## config.mk

```make
export PLATFORM = sky130hd
export DESIGN_NAME = adc_serial_responder_flat
export DESIGN_NICKNAME = d
export VERILOG_FILES = /design/src/rtl/adc_serial_pkg.sv /design/src/rtl/adc_serial_responder_if.sv /design/src/rtl/adc_serial_responder_line_sync_edge.sv /design/src/rtl/adc_serial_responder.sv /design/src/flat_wrapper.sv
export SDC_FILE = /design/constraint.sdc
export NUM_CORES = 1
export LEC_CHECK = 0
export CAP_MARGIN = 20
export CORE_MARGIN = 2
export CORE_UTILIZATION = 40
export CTS_CLUSTER_DIAMETER = 50
export DETAILED_ROUTE_END_ITERATION = 10
export PLACE_DENSITY = 0.72
export SLEW_MARGIN = 15
export SYNTH_ARGS = -nofsm -noshare
export SYNTH_HDL_FRONTEND = slang
export SYNTH_SLANG_ARGS = --single-unit
export TNS_END_PERCENT = 50
```

## constraint.sdc

```tcl
create_clock -name clk -period 5.8 [get_ports clk]
set_input_delay 1.74 -clock clk [delete_from_list [all_inputs] [get_ports clk]]
set_output_delay 1.74 -clock clk [all_outputs]
set_load 0.005 [all_outputs]
```

## src/rtl/adc_serial_pkg.sv

```systemverilog
// Shared definitions for the ADC0834-class serial link: FSM states, address
// layout and channel index encoding (used by both responder and reader).
package adc_serial_pkg;

    localparam int ADDR_BITS = 3;
    localparam int NUM_CH    = 4;
    localparam int CH_IDX_W  = 2;

    typedef enum logic [2:0] {
        IDLE,
        WAIT_START,
        ADDR,
        SETTLE,
        DATA,
        DONE
    } state_t;

    // Address bits arrive in this order after the start bit.
    typedef struct packed {
        logic sgl;
        logic odd;
        logic sel;
    } addr_t;

    function automatic logic [CH_IDX_W-1:0] ch_index(input addr_t a);
        return {a.sel, a.odd};
    endfunction

endpackage

```

## src/rtl/adc_serial_responder_if.sv

```systemverilog
// Pad-level serial bus between the ADC reader (master) and the ADC device (slave).
interface adc_serial_responder_if;
    logic cs_n;
    logic sclk;
    logic di;
    logic do_out;
    logic do_oe;
    logic sars;

    // No handshake: the master owns cs_n/sclk/di, the device answers on do_out
    // (qualified by do_oe) and reports conversion status on sars.
    modport master (output cs_n, sclk, di, input do_out, do_oe, sars);
    modport slave  (input cs_n, sclk, di, output do_out, do_oe, sars);
endinterface

```

## src/rtl/adc_serial_responder_line_sync_edge.sv

```systemverilog
// N-stage synchronizer for an asynchronous line with single-cycle rise/fall
// pulses derived from the synchronized level.
module line_sync_edge #(
    parameter int   STAGES = 2,
    parameter logic INIT   = 1'b0
) (
    input  logic clk,
    input  logic reset,
    input  logic d,
    output logic q,
    output logic rise,
    output logic fall
);

    logic [STAGES-1:0] sync_q;
    logic              prev_q;

    always_ff @(posedge clk) begin
        if (reset) begin
            sync_q <= {STAGES{INIT}};
            prev_q <= INIT;
        end else begin
            sync_q <= {sync_q[STAGES-2:0], d};
            prev_q <= sync_q[STAGES-1];
        end
    end

    assign q    = sync_q[STAGES-1];
    assign rise = q & ~prev_q;
    assign fall = ~q & prev_q;

endmodule

```

## src/rtl/adc_serial_responder.sv

```systemverilog
// Device-side emulation of a 4-channel, 8-bit serial ADC: decodes the address
// after the start bit and shifts a snapshot of the chosen channel MSB-first.
module adc_serial_responder
    import adc_serial_pkg::*;
#(
    parameter int SYNC_STAGES = 2,
    parameter int DATA_W      = 8
) (
    input  logic                     clk,
    input  logic                     reset,
    adc_serial_responder_if.slave    bus,
    input  logic [NUM_CH*DATA_W-1:0] ch_data,
    output logic                     busy,
    output logic [CH_IDX_W-1:0]      last_ch,
    output logic [15:0]              conv_count,
    output state_t                   state_dbg
);

    localparam int BCNT_W = ($clog2(DATA_W) > 2) ? $clog2(DATA_W) : 2;

    logic sclk_q, sclk_rise, sclk_fall;
    logic cs_q, unused_cs_rise, unused_cs_fall;
    logic di_q, unused_di_rise, unused_di_fall;

    line_sync_edge #(.STAGES(SYNC_STAGES), .INIT(1'b0)) u_sync_sclk (
        .clk(clk), .reset(reset), .d(bus.sclk),
        .q(sclk_q), .rise(sclk_rise), .fall(sclk_fall)
    );

    line_sync_edge #(.STAGES(SYNC_STAGES), .INIT(1'b1)) u_sync_cs (
        .clk(clk), .reset(reset), .d(bus.cs_n),
        .q(cs_q), .rise(unused_cs_rise), .fall(unused_cs_fall)
    );

    line_sync_edge #(.STAGES(SYNC_STAGES), .INIT(1'b0)) u_sync_di (
        .clk(clk), .reset(reset), .d(bus.di),
        .q(di_q), .rise(unused_di_rise), .fall(unused_di_fall)
    );

    state_t              state;
    logic [BCNT_W-1:0]   bit_cnt;
    logic [ADDR_BITS-1:0] addr_q;
    logic                settle_fell;
    logic [DATA_W-1:0]   result_q;
    logic                do_out_q, do_oe_q, sars_q;
    logic [CH_IDX_W-1:0] last_ch_q;
    logic [15:0]         conv_count_q;

    logic [DATA_W-1:0]   ch [NUM_CH];
    logic [CH_IDX_W-1:0] idx;
    logic [DATA_W-1:0]   ch_sel, ch_pair, snap_val;
    addr_t               addr_s;

    for (genvar i = 0; i < NUM_CH; i++) begin : g_ch
        assign ch[i] = ch_data[i*DATA_W +: DATA_W];
    end

    // Differential mode subtracts the paired channel and clamps at zero.
    assign addr_s   = addr_t'(addr_q);
    assign idx      = ch_index(addr_s);
    assign ch_sel   = ch[idx];
    assign ch_pair  = ch[idx ^ CH_IDX_W'(1)];
    assign snap_val = addr_s.sgl ? ch_sel
                    : ((ch_sel > ch_pair) ? (ch_sel - ch_pair) : '0);

    always_ff @(posedge clk) begin
        if (reset) begin
            state        <= IDLE;
            bit_cnt      <= '0;
            addr_q       <= '0;
            settle_fell  <= 1'b0;
            result_q     <= '0;
            do_out_q     <= 1'b0;
            do_oe_q      <= 1'b0;
            sars_q       <= 1'b0;
            last_ch_q    <= '0;
            conv_count_q <= '0;
        end else if (state != IDLE && cs_q) begin
            // Deselect overrides any sclk event and aborts an unfinished transfer.
            state    <= IDLE;
            do_out_q <= 1'b0;
            do_oe_q  <= 1'b0;
            sars_q   <= 1'b0;
        end else begin
            case (state)
                IDLE: begin
                    if (!cs_q) begin
                        state       <= WAIT_START;
                        settle_fell <= 1'b0;
                    end
                end
                WAIT_START: begin
                    if (sclk_rise && di_q) begin
                        state   <= ADDR;
                        bit_cnt <= '0;
                    end
                end
                ADDR: begin
                    if (sclk_rise) begin
                        addr_q <= {addr_q[ADDR_BITS-2:0], di_q};
                        if (bit_cnt == BCNT_W'(ADDR_BITS-1)) begin
                            state       <= SETTLE;
                            settle_fell <= 1'b0;
                        end else begin
                            bit_cnt <= bit_cnt + BCNT_W'(1);
                        end
                    end
                end
                SETTLE: begin
                    if (sclk_fall && !settle_fell) begin
                        settle_fell <= 1'b1;
                        sars_q      <= 1'b1;
                        do_oe_q     <= 1'b1;
                        do_out_q    <= 1'b0;
                    end else if (sclk_rise && settle_fell) begin
                        result_q <= snap_val;
                        bit_cnt  <= BCNT_W'(DATA_W-1);
                        state    <= DATA;
                    end
                end
                DATA: begin
                    if (sclk_fall) begin
                        do_out_q <= result_q[bit_cnt];
                        if (bit_cnt == '0) begin
                            state        <= DONE;
                            last_ch_q    <= idx;
                            conv_count_q <= conv_count_q + 16'd1;
                        end else begin
                            bit_cnt <= bit_cnt - BCNT_W'(1);
                        end
                    end
                end
                DONE: begin
                    if (sclk_fall) begin
                        sars_q   <= 1'b0;
                        do_out_q <= 1'b0;
                    end
                end
                default: state <= IDLE;
            endcase
        end
    end

    assign bus.do_out = do_out_q;
    assign bus.do_oe  = do_oe_q;
    assign bus.sars   = sars_q;
    assign busy       = (state != IDLE);
    assign last_ch    = last_ch_q;
    assign conv_count = conv_count_q;
    assign state_dbg  = state;

endmodule

```

## src/flat_wrapper.sv

```systemverilog
// flat-port wrapper written by rule: the top's interface ports become plain ports
module adc_serial_responder_flat import adc_serial_pkg::*;
#(
    parameter int SYNC_STAGES = 2,
    parameter int DATA_W      = 8
)
  (clk, reset, ch_data, busy, last_ch, conv_count, state_dbg, bus_cs_n, bus_sclk, bus_di, bus_do_out, bus_do_oe, bus_sars);
  adc_serial_responder_if bus_i ();
  input  logic clk;
  input  logic reset;
  input  logic [NUM_CH*DATA_W-1:0] ch_data;
  output logic busy;
  output logic [CH_IDX_W-1:0] last_ch;
  output logic [15:0] conv_count;
  output state_t state_dbg;
  input wire logic [$bits(bus_i.cs_n)-1:0] bus_cs_n;
  input wire logic [$bits(bus_i.sclk)-1:0] bus_sclk;
  input wire logic [$bits(bus_i.di)-1:0] bus_di;
  output wire logic [$bits(bus_i.do_out)-1:0] bus_do_out;
  output wire logic [$bits(bus_i.do_oe)-1:0] bus_do_oe;
  output wire logic [$bits(bus_i.sars)-1:0] bus_sars;
  assign bus_i.cs_n = bus_cs_n;
  assign bus_i.sclk = bus_sclk;
  assign bus_i.di = bus_di;
  assign bus_do_out = bus_i.do_out;
  assign bus_do_oe = bus_i.do_oe;
  assign bus_sars = bus_i.sars;
  adc_serial_responder #(.SYNC_STAGES(SYNC_STAGES), .DATA_W(DATA_W)) u_core (.clk(clk), .reset(reset), .bus(bus_i), .ch_data(ch_data), .busy(busy), .last_ch(last_ch), .conv_count(conv_count), .state_dbg(state_dbg));
endmodule
```

=== Word level (Yosys, flattened, before mapping) ===
Cells that the tools add are included.

* Add/subtract/negate cells: 4
* $lt $le $gt $ge: 4
* Eq/ne operators: 18
* Multiplexer cells: 37
* Bitwise operators: 10
* Reductions and logical operators: 22

{| class="wikitable"
|+ Operators by type and width
! operator !! count
|-
| $mux 8 || 6
|-
| $mux 3 || 15
|-
| $bmux 8 s2 || 2
|-
| $pmux 3 s6 || 1
|-
| $reduce_and 9->1 || 2
|-
| $add 16x1->16 const B || 1
|-
| $ne 2x1->1 const B || 8
|-
| $pmux 3 s4 || 1
|-
| $reduce_and 4->1 || 3
|-
| $eq 3x2->1 const B || 3
|-
| $reduce_bool 3->1 || 3
|-
| $gt 8x8->1 || 1
|-
| $mux 1 || 8
|-
| $ne 2x2->1 const B || 4
|-
| $sub 8x8->8 || 1
|-
| $eq 3x3->1 const B || 2
|-
| $ge 3x3->1 const B || 2
|-
| $logic_not 3->1 || 2
|-
| $not 1->1 || 6
|-
| $not 2->3 || 2
|-
| $pmux 1 s3 || 2
|-
| $reduce_and 3->1 || 2
|-
| $reduce_and 6->1 || 1
|-
| $logic_and 1x1->1 || 4
|-
| 12 further kinds || 13
|}

* Flip-flop bits (word level): 46
* Input bits: 37
* Output and inout bits: 25
* Word-level logic and storage cells: 109

=== Depth between registers and ports, before layout ===
Gate-level depths: netlist of the first run.

* Depth in word-level cells: 8
* Gate-level depth with buffers: 12
* Gate-level depth less buffers: 10

=== Modules after synthesis ===
Synthesis of the first run repeated with hierarchy kept, for this count alone.

* Cell total of the unflattened synthesis: 329
* Area total of the unflattened synthesis: 3,042.9 um2

{| class="wikitable"
|+ By module, submodules not included
! module !! times used !! cells an instance !! area each (um2) !! seq. area each (um2)
|-
| adc_serial_responder || 1 || 305 || 2,767.7 || 780.7
|-
| line_sync_edge (u_core.u_sync_di ...) || 2 || 8 || 91.3 || 60.1
|-
| line_sync_edge (u_core.u_sync_cs) || 1 || 8 || 92.6 || 60.1
|}

=== Least setup slack after synthesis of the first run ===
Ideal clock, no wire load.

* Path kind: input -> register
* From: in ch_data[24]
* To: reg u_core.result_q[7]
* Setup time: 0.115 ns
* Data arrival time: 3.648 ns
* Required time: 5.685 ns
* Path slack: 2.037 ns
* Stages: 10
* Path buffers: 0
* Path through: mux4_2 inv_1 ha_1 inv_1 fa_1 nand3_1 a21boi_0 o31a_1 o221ai_1 o21ba_1

* Cells in the longest elaborated chain, start to end: 6
* Elaborated cells between the ends (all ways): 10
* Classes of those cells: 1 x add/sub; 1 x order compare; 8 x mux

{| class="wikitable"
|+ RTL lines
! element !! RTL line !! source
|-
| start, declared || flat_wrapper.sv:11 || <nowiki>input logic [NUM_CH*DATA_W-1:0] ch_data;</nowiki>
|-
| $bmux 8 s2, on equally long branches || adc_serial_responder.sv:61, adc_serial_responder.sv:62 ||
|-
| $mux 8, on equally long branches (2 in a row) || adc_serial_responder.sv:61, adc_serial_responder.sv:62 ||
|-
| $sub 8x8->8 or $gt 8x8->1 (tied branches) || adc_serial_responder.sv:64 || <nowiki>: ((ch_sel > ch_pair) ? (ch_sel - ch_pair) : '0);</nowiki>
|-
| $mux 8 * || adc_serial_responder.sv:64 ||
|-
| $mux 8 * || adc_serial_responder.sv:63 || <nowiki>assign snap_val = addr_s.sgl ? ch_sel</nowiki>
|-
| end signal, assigned || adc_serial_responder.sv:116 || <nowiki>result_q <= snap_val;</nowiki>
|-
| end, declared || adc_serial_responder.sv:44 || <nowiki>logic [DATA_W-1:0] result_q;</nowiki>
|}

Mark *: on every way between the ends. The rest lies on a longest branch, timed or not. The select of a mux whose other input is x is not followed.
A chain may end at the register's enable or synchronous reset.

=== Final worst setup path of the first run ===
Ends and elaborated chain as after synthesis.

==> run summary, run 1 <==
The clock tree skew after final layout came out at 0.00531 ns. The area share of fa/ha/maj cells after synthesis works out to 0.0505. In this run, synthesis produced a sequential element count of 46. On the worst path, the slowest cell contributes a delay of 0.49 ns. The run finished with clean final reports. The worst register-to-register path ends at u_core.result_q[7].

Counting both buffers and inverters, the worst setup path holds a total of 3. Post-CTS repair changed the size of 0 cells. The number of instances on the worst hold path came out at 1. The max-cap violation count is 0, and the max-slew violation count is 0. Number of global-route vias before repair: 2634. Entering global routing, the biggest net connects 35 pins. The core region is 7290 µm². The switching share of power is 0.251. The power density over cell area is 205 nW/µm², and the post-placement cell count is 476. The synthesized-area fraction occupied by xor and xnor cells is 0.0406. The critical path depth in cells is 11, and the proportion of synthesized flip-flops having asynchronous set or reset is 0. For the sequential cell fraction of total power, the log shows 0.430.

The number of enable flip-flop cells after synthesis is 0. After detailed routing, the average wire length per cell comes to 14.2 µm. The count of buffers added on input and output ports is 61. The initial standard-cell utilization of the core is 0.414, and the required arrival time at the worst endpoint is 5.99 ns. Synthesis instantiated 60 different standard cells from the library. The run gives 0 as the number of design rule violations left after detail routing. TritonCTS buffer count: 5. The most repeated library cell on the critical path is sky130_fd_sc_hd__inv_1.

After routing the design area is 3820 µm². The clock net in this run drives a total of 46 sinks. The startpoint identified for the worst register-to-register timing path is u_core.addr_q[1].

The run gives 0.29 ns as the insertion delay to the later sink of the worst-skew pair. The total global routing track utilization came out at 0.172. The relative max-transition margin was 0.346; the worst hold slack after final layout was 0.425 ns. At the worst endpoint, the arrival time is 4.24 ns. Element type at the critical path start: a primary input. The post-route minimum period came out at 4.05 ns. The net count of the finished layout is 432.

The simple logic cell fraction of the synthesized area was 0.222. The fraction of the mapped netlist area in compound gates works out to 0.166. Of all nets on the critical path, the largest fanout is 8. Setup violations remaining at the end of the flow were counted as 0.

The slack of the worst reg-to-reg path was 2.53 ns; the number of placed I/O pins was 62. The share of cell area taken by muxes after synthesis came out at 0.166. The worst setup path is captured at a register. The number of antenna diodes is 0, and the fraction of the yosys area taken by sequential cells is 0.305. Fraction of the cycle the final worst path needs: 0.698.

The layout cell share with drive strength beyond 1 was 0.0961; the leakage component of the power was 0.00129 µW. Among all flip-flop cells after synthesis, the most frequent one is sky130_fd_sc_hd__dfxtp_1. The path class of the tightest hold or removal check is reg2reg. In the synthesized netlist, the number of instances is 332. After synthesis, the mean cell area works out to 9.10 µm².

Compared with the post-synthesis result, the final layout area differs by 26.5%. The routed via count is 2669, and the average via count per standard cell is 5.51. The longest clock path from root to sink contains 2 buffers. Hold repair after CTS inserted 0 buffers. For the peak supply drop, the log shows 135 µV. Traced cell by cell, the critical path runs through clkdlybuf4s50_1, mux4_2, inv_1, ha_1, inv_1, fa_1, nand3_1, a21boi_0, o31a_1, o221ai_1, o21ba_1.

The number of levels in the clock H-tree came out at 2. The slowest stage of the critical path belongs to the cell sky130_fd_sc_hd__mux4_2. The first global-routing pass estimated 12000 µm of wire. Number of antenna violations at the first check in global routing: 0. Static timing analysis puts the maximum clock frequency at 0.247 GHz.

Setup repair after global routing left no endpoint under its margin. TritonCTS built the clock tree. The run gives 3020 µm² as the synthesized area.

When the netlist entered floorplanning its net count stood at 380. For the proportion of power drawn by combinational gates, the log shows 0.201. The post-CTS clock slew at the launch and capture registers of the worst setup and hold paths came out at 0.08 ns. During synthesis, Yosys emitted a total of 0 warnings.

The beginning of the critical path is ch_data[24]. The floorplan row count is 31. Timing endpoint of the critical path: u_core.result_q[7]. The die boundary height is 90.9 µm.

The logs give 0 for the number of buffers inserted to repair setup after CTS and 0.369 for the clock network fraction of design power. Summed over all failing endpoints, the final setup total negative slack is 0 ns. The worst-case reg-to-reg path depth came out at 10. Dominant combinational cell family by area after synthesis: simple AND/OR/NAND/NOR gates. For the number of detailed-routing iterations run before antenna repair, the log shows 5. Hold violation count in the final report: 0. The HPWL after detailed placement is 5220 µm. The library cell used as clock root buffer is sky130_fd_sc_hd__clkbuf_8.

For this block, the routed nets add up to 6860 µm of wire. The kind of cell with the highest combined delay along the critical path is compound AO/OA/AOI/OAI gates. The logs give 196 µW for the reported net switching power and 3680 µm² for the placed instance area. The congestion estimate from routability-driven global placement came to 0.895. At the pin with the least slew margin, the transition time is 0.980 ns. Cell internal power was estimated by the tool at 586 µW.

The category of the critical setup timing path was in2reg. The finished layout holds 484 standard cells, fillers aside. For the number of antenna-violating nets in the routed design, the log shows 0. The floorplan step defined a die boundary enclosing 8270 µm². The aggregate global routing overflow came out at 0. The die boundary width came out at 90.9 µm. The run gives 143 as the count of routing violations after the opening detailed-route iteration.
[layout make-up]
cell class / instances / area, µm²
Multi-Input combinational cell: 252 / 1950
Tap cell: 99 / 124
Inverter: 17 / 63.8
Timing Repair Buffer: 62 / 618
Fill cell: 722 / 3470
Clock buffer: 6 / 82.6
Sequential cell: 46 / 921
Clock inverter: 2 / 60.1
[through the flow]
| step | total power [µW] | setup slack, ns | util |
|---|---|---|---|
| 2_1_floorplan | 442 | 2.04 | - |
| 3_3_place_gp | 497 | 1.52 | 0.504 |
| 3_5_place_dp | 499 | 1.43 | 0.504 |
| 4_1_cts | 789 | 1.75 | 0.524 |
| 5_1_grt | 820 | 1.59 | 0.524 |
| 6_report | 782 | 1.75 | 0.524 |
[routing by layer]
metal	wire, µm	track usage	vias up	share of wire
li1	-	-	1342	-
met1	3280	0.232	1254	0.48
met2	3260	0.282	63	0.47
met3	234	0.0301	10	0.034
met4	95	0.0568	0	0.014
met5	0	0	-	0
[state kept, by name, indices dropped and copies added, names as in the netlist]
signal and cells:
u_core.u_sync_cs.sync_q 2, u_core.bus.sars 1, u_core.last_ch 2, u_core.bus.do_oe 1, u_core.u_sync_sclk.prev_q 1, u_core.bit_cnt 3, u_core.conv_count 16, u_core.u_sync_sclk.sync_q 2
u_core.state_dbg 3, u_core.settle_fell 1, u_core.result_q 8, u_core.bus.do_out 1, u_core.addr_q 3, u_core.u_sync_di.sync_q 2
[cells in the mapped netlist, drive strengths merged (3+ instances only)]
master | instances | area (µm²)
ha | 9 | 113
o21a | 3 | 22.5
nor3 | 9 | 50.1
or3 | 6 | 37.5
nor3b | 6 | 61.3
clkbuf | 7 | 26.3
o21ai | 21 | 105
mux4 | 18 | 409
nand4 | 5 | 31.3
xor2 | 5 | 43.8
nor4 | 4 | 25.0
mux2i | 6 | 60.1
mux2 | 3 | 33.8
buf | 10 | 58.8
nor2b | 13 | 81.3
and4 | 5 | 43.8
nor2 | 23 | 86.3
nand2b | 3 | 18.8
nand2 | 23 | 86.3
dfxtp | 46 | 921
a31oi | 7 | 43.8
inv | 17 | 63.8
nand3 | 11 | 55.1
xnor2 | 9 | 78.8
a21oi | 24 | 120
a22oi | 5 | 37.5
[worst register-to-register path, delay by kind of cell, from the launching register on]
| family | cells | cell delay [ns] |
|---|---|---|
| DFF | 1 | 0.94 |
| muxes | 1 | 0.63 |
| and+or+nand+nor | 1 | 0.12 |
| adders and majority gates | 2 | 0.55 |
| AOI/OAI and AO/OA | 4 | 0.80 |
| buffers and inverters | 2 | 0.12 |
[worst min-delay path by stage]
stage	from	endpoint
after floorplan	u_core.u_sync_cs.sync_q[0]	u_core.u_sync_cs.sync_q[1]
after global placement	u_core.u_sync_cs.sync_q[0]	u_core.u_sync_cs.sync_q[1]
after detailed placement	u_core.u_sync_cs.sync_q[0]	u_core.u_sync_cs.sync_q[1]
after CTS	u_core.u_sync_cs.sync_q[0]	u_core.u_sync_cs.sync_q[1]
after global routing	u_core.u_sync_cs.sync_q[0]	u_core.u_sync_cs.sync_q[1]
final	u_core.u_sync_cs.sync_q[0]	u_core.u_sync_cs.sync_q[1]
[logic make-up (layout without fill, tap and decap cells)]
logic type               count (synthesis)  count (layout)
AO/OA/AOI/OAI                           80              80
XOR/XNOR                                14              14
adder cells (fa/ha/maj)                 11              11
buffers and inverters                   34              87
flip-flops                              46              46
multiplexers                            27              27
AND/OR/NAND/NOR                        120             120
[cells in the final DEF, fill, tap and decap left out, types with 4 or more instances in the layout]
master	Yosys	routed
sky130_fd_sc_hd__clkdlybuf4s50_1	0	61
sky130_fd_sc_hd__dfxtp_1	46	46
sky130_fd_sc_hd__a21oi_1	24	24
sky130_fd_sc_hd__nand2_1	23	23
sky130_fd_sc_hd__nor2_1	23	23
sky130_fd_sc_hd__mux4_2	17	17
sky130_fd_sc_hd__o21ai_0	17	17
sky130_fd_sc_hd__inv_1	16	16
sky130_fd_sc_hd__nor2b_1	13	13
sky130_fd_sc_hd__nand3_1	11	11
sky130_fd_sc_hd__xnor2_1	9	9
sky130_fd_sc_hd__ha_1	9	9
sky130_fd_sc_hd__nor3_1	8	8
sky130_fd_sc_hd__a31oi_1	7	7
sky130_fd_sc_hd__or3_1	6	6
sky130_fd_sc_hd__mux2i_1	6	6
sky130_fd_sc_hd__clkbuf_8	0	6
sky130_fd_sc_hd__and4_1	5	5
sky130_fd_sc_hd__a22oi_1	5	5
sky130_fd_sc_hd__xor2_1	5	5
sky130_fd_sc_hd__nand4_1	5	5
sky130_fd_sc_hd__o21ai_1	4	4
sky130_fd_sc_hd__nor3b_1	4	4
sky130_fd_sc_hd__nor4_1	4	4
[power groups by stage]
stage,combinational [µW],sequential [µW],clock (µW)
final,157,336,289
after floorplan,108,334,0
after CTS,156,336,296
after global routing,173,338,308
after global placement,154,343,0
after detailed placement,156,343,0
Power figures use the tool's default switching activity.
==> run 2, diff against run 1 <==
clock period = 3.8 ns   (was 5.8 ns; I/O delays follow)
==> run summary, run 2 (synthesis results as in run 1) <==
The power density over cell area was 275 nW/µm² (+34%); the number of levels in the clock H-tree was 2 (unchanged). The critical path in this run is classified as in2reg. The logs give 0 (unchanged) for the post-cts gate resize count and 62 (unchanged) for the number of placed I/O pins. Final RePlAce weighted congestion: 0.906 (+1.2%). The worst hold slack after final layout is 0.415 ns (-0.00948 ns), and the highest fanout seen on the critical path is 8 (unchanged). Leaving out fill and tap cells, the most frequent cells in the layout are sky130_fd_sc_hd__clkdlybuf4s50_1, sky130_fd_sc_hd__dfxtp_1, sky130_fd_sc_hd__a21oi_1.

The area of the core came out at 7290 µm² (unchanged). Number of antenna violations at the first check in global routing: 0 (unchanged). The die boundary height is 90.9 µm (unchanged), and the number of hold buffers added after cts is 0 (unchanged).

The run gives 0.0174 ns (-1.42 ns) as the minimum setup slack after placement. The layout-stage area growth over the synthesis result was 24.8%; the aggregate global routing overflow was 0 (unchanged). Leakage component of the power: 0.00128 µW (-1.3%). The worst setup path is launched from a primary input. The buffer levels on the longest clock path was 2 (unchanged). The run finished with clean final reports.

The tools report the library cell used as clock root buffer as sky130_fd_sc_hd__clkbuf_8. met2 is the most crowded layer. In this run the worst hold path is classified as reg2reg. The logs give 0.414 (unchanged) for the initial standard-cell utilization of the core and 12500 µm (+4.1%) for the wire length of the first global-routing pass. The insertion delay to the later sink of the worst-skew pair came out at 0.29 ns (about the same). The critical path starts at ch_data[24]. The number of antenna-violating nets in the routed design came out at 0 (unchanged).

The hold violation count in the final report came out at 0 (unchanged). TritonCTS built the clock tree. For the number of sinks handled by clock tree synthesis, the log shows 46 (unchanged). The peak supply drop was 149 µV (+10%); the floorplan row count was 31 (unchanged).

The post-CTS clock slew at the launch and capture registers of the worst setup and hold paths works out to 0.08 ns (about the same). Clock tree skew after final layout: 0.00378 ns (-0.00153 ns). The startpoint identified for the worst register-to-register timing path is u_core.addr_q[1]. The average via count per standard cell was 5.57 (+1.1%).

STA classifies the critical path endpoint as a register. The relative max-transition margin is 0.591 (+0.245), and the number of nets in the finished design is 434 (+0.46%). The maximum single-stage delay on the critical path is 0.49 ns (about the same), and the quantity of I/O buffers inserted on ports is 61 (unchanged).

The tools report the number of filler instances in the final layout as 708 (-1.9%). The fraction of the cycle the final worst path needs is 0.907. The logs give 2703 (+1.3%) for the routed via count and 0 (unchanged) for the number of setup violations in the final report.

The most common library cell in the layout ignoring fill and taps is sky130_fd_sc_hd__clkdlybuf4s50_1. Number of antenna diodes: 0 (unchanged). For the met1 routing resource usage after global routing, the log shows 0.248 (+0.0167). The TritonCTS buffer count came out at 5 (unchanged).

Master of the slowest instance on the critical path: sky130_fd_sc_hd__mux4_2. The source of the worst hold timing path was u_core.u_sync_cs.sync_q[0]. Derived from the worst setup path, the maximum achievable clock frequency is 0.290 GHz.

The logs give 5520 µm (+5.8%) for the HPWL after detailed placement and 0 (unchanged) for the number of buffers inserted to repair setup after CTS. The run gives 0 ns (unchanged) as the aggregate negative setup slack. The max-cap violation count is 0 (unchanged), and the flip-flop count of the largest register, all copies and words added is 16 (unchanged). The die area was 8270 µm² (unchanged). The run gives 0.0342 (+0.00417) as the global routing usage on met3. The logs give 0 (unchanged) for the max-slew violation count and 7150 µm (+4.2%) for the total wirelength of the detailed-routed design. The storage element area came out at 921 µm² (unchanged).

The average wire length per cell after detail routing is 14.7 µm (+4.0%), and the layout cell share with drive strength beyond 1 is 0.0984 (+0.00234). The arrival time at the worst endpoint is 3.64 ns (-0.60 ns). The most numerous cell type found on the critical path is sky130_fd_sc_hd__inv_1. Setup repair after global routing left no endpoint under its margin. The transition time at the pin with the least slew margin is 0.613 ns (-0.367 ns), and the number of design rule violations left after detail routing is 0 (unchanged).

Total design power: 1040 µW (+32%). Number of global-route vias before repair: 2671 (+1.4%). The worst path needs 3.45 ns of the cycle, external delays included. The logs give 1950 µm² (unchanged) for the multi-input gate area in the final layout and 0.181 (+0.00842) for the total global routing track utilization. The post-layout utilization of the core is 0.517 (-0.00669), and the required arrival time at the worst endpoint is 4.00 ns (-1.99 ns). The signal on the critical path passes through clkdlybuf4s50_1, mux4_2, inv_1, ha_1, inv_1, fa_1, nand3_1, a21boi_0, o31a_1, o221ai_1, o21ba_1.

The die boundary width came out at 90.9 µm (unchanged). The count of routing violations after the opening detailed-route iteration is 170 (+19%), and the pin count of the biggest net entering global routing is 34 (-2.9%). The number of detailed-routing iterations run before antenna repair was 4 (-1); the global routing usage on met2 was 0.289 (+0.00684). For the post-route worst setup slack, the log shows 0.352 ns (-1.40 ns).
-- run 2: critical path, delay by kind of cell --
| family | cells | cell delay [ns] |
|---|---|---|
| adders and majority gates | 2 | 0.55 |
| and+or+nand+nor | 1 | 0.11 |
| buffers and inverters | 3 | 0.54 |
| muxes | 1 | 0.49 |
| AOI/OAI and AO/OA | 4 | 0.81 |
-- run 2: path summary, 6_finish.rpt --
path                            slack [ns]                         end  cells past startpoint
worst max-delay path                  0.35          u_core.result_q[7]                     11
worst min-delay path                  0.42  u_core.u_sync_cs.sync_q[1]                      1
worst max register to register        0.77          u_core.result_q[2]                      8
worst min register to register        0.42  u_core.u_sync_cs.sync_q[1]                      1
-- run 2: final cells by class --
cell class / instances / share of cell area
Tap cell: 99 / 0.0328
Inverter: 17 / 0.0169
Clock buffer: 5 / 0.0182
Sequential cell: 46 / 0.244
Timing Repair Buffer: 64 / 0.168
Multi-Input combinational cell: 252 / 0.517
Clock inverter: 2 / 0.00265
-- run 2: report_power, final --
| part | switching, µW | internal, µW | leakage [µW] |
|---|---|---|---|
| logic | 117 | 124 | 0.000861 |
| registers | 23.1 | 490 | 0.000372 |
| clock network | 158 | 124 | 0.0000438 |
-- run 2: metrics by stage --
stage	cell area [µm²]	instances
after floorplan	3020	332
after global placement	3690	478
after detailed placement	3690	478
after CTS	3770	485
after global routing	3770	485
final	3770	485
-- run 2: layer usage --
metal	wire (µm)	part of all wire
met4	110	0.015
met5	0	0
met3	300	0.042
met1	3350	0.47
met2	3390	0.47
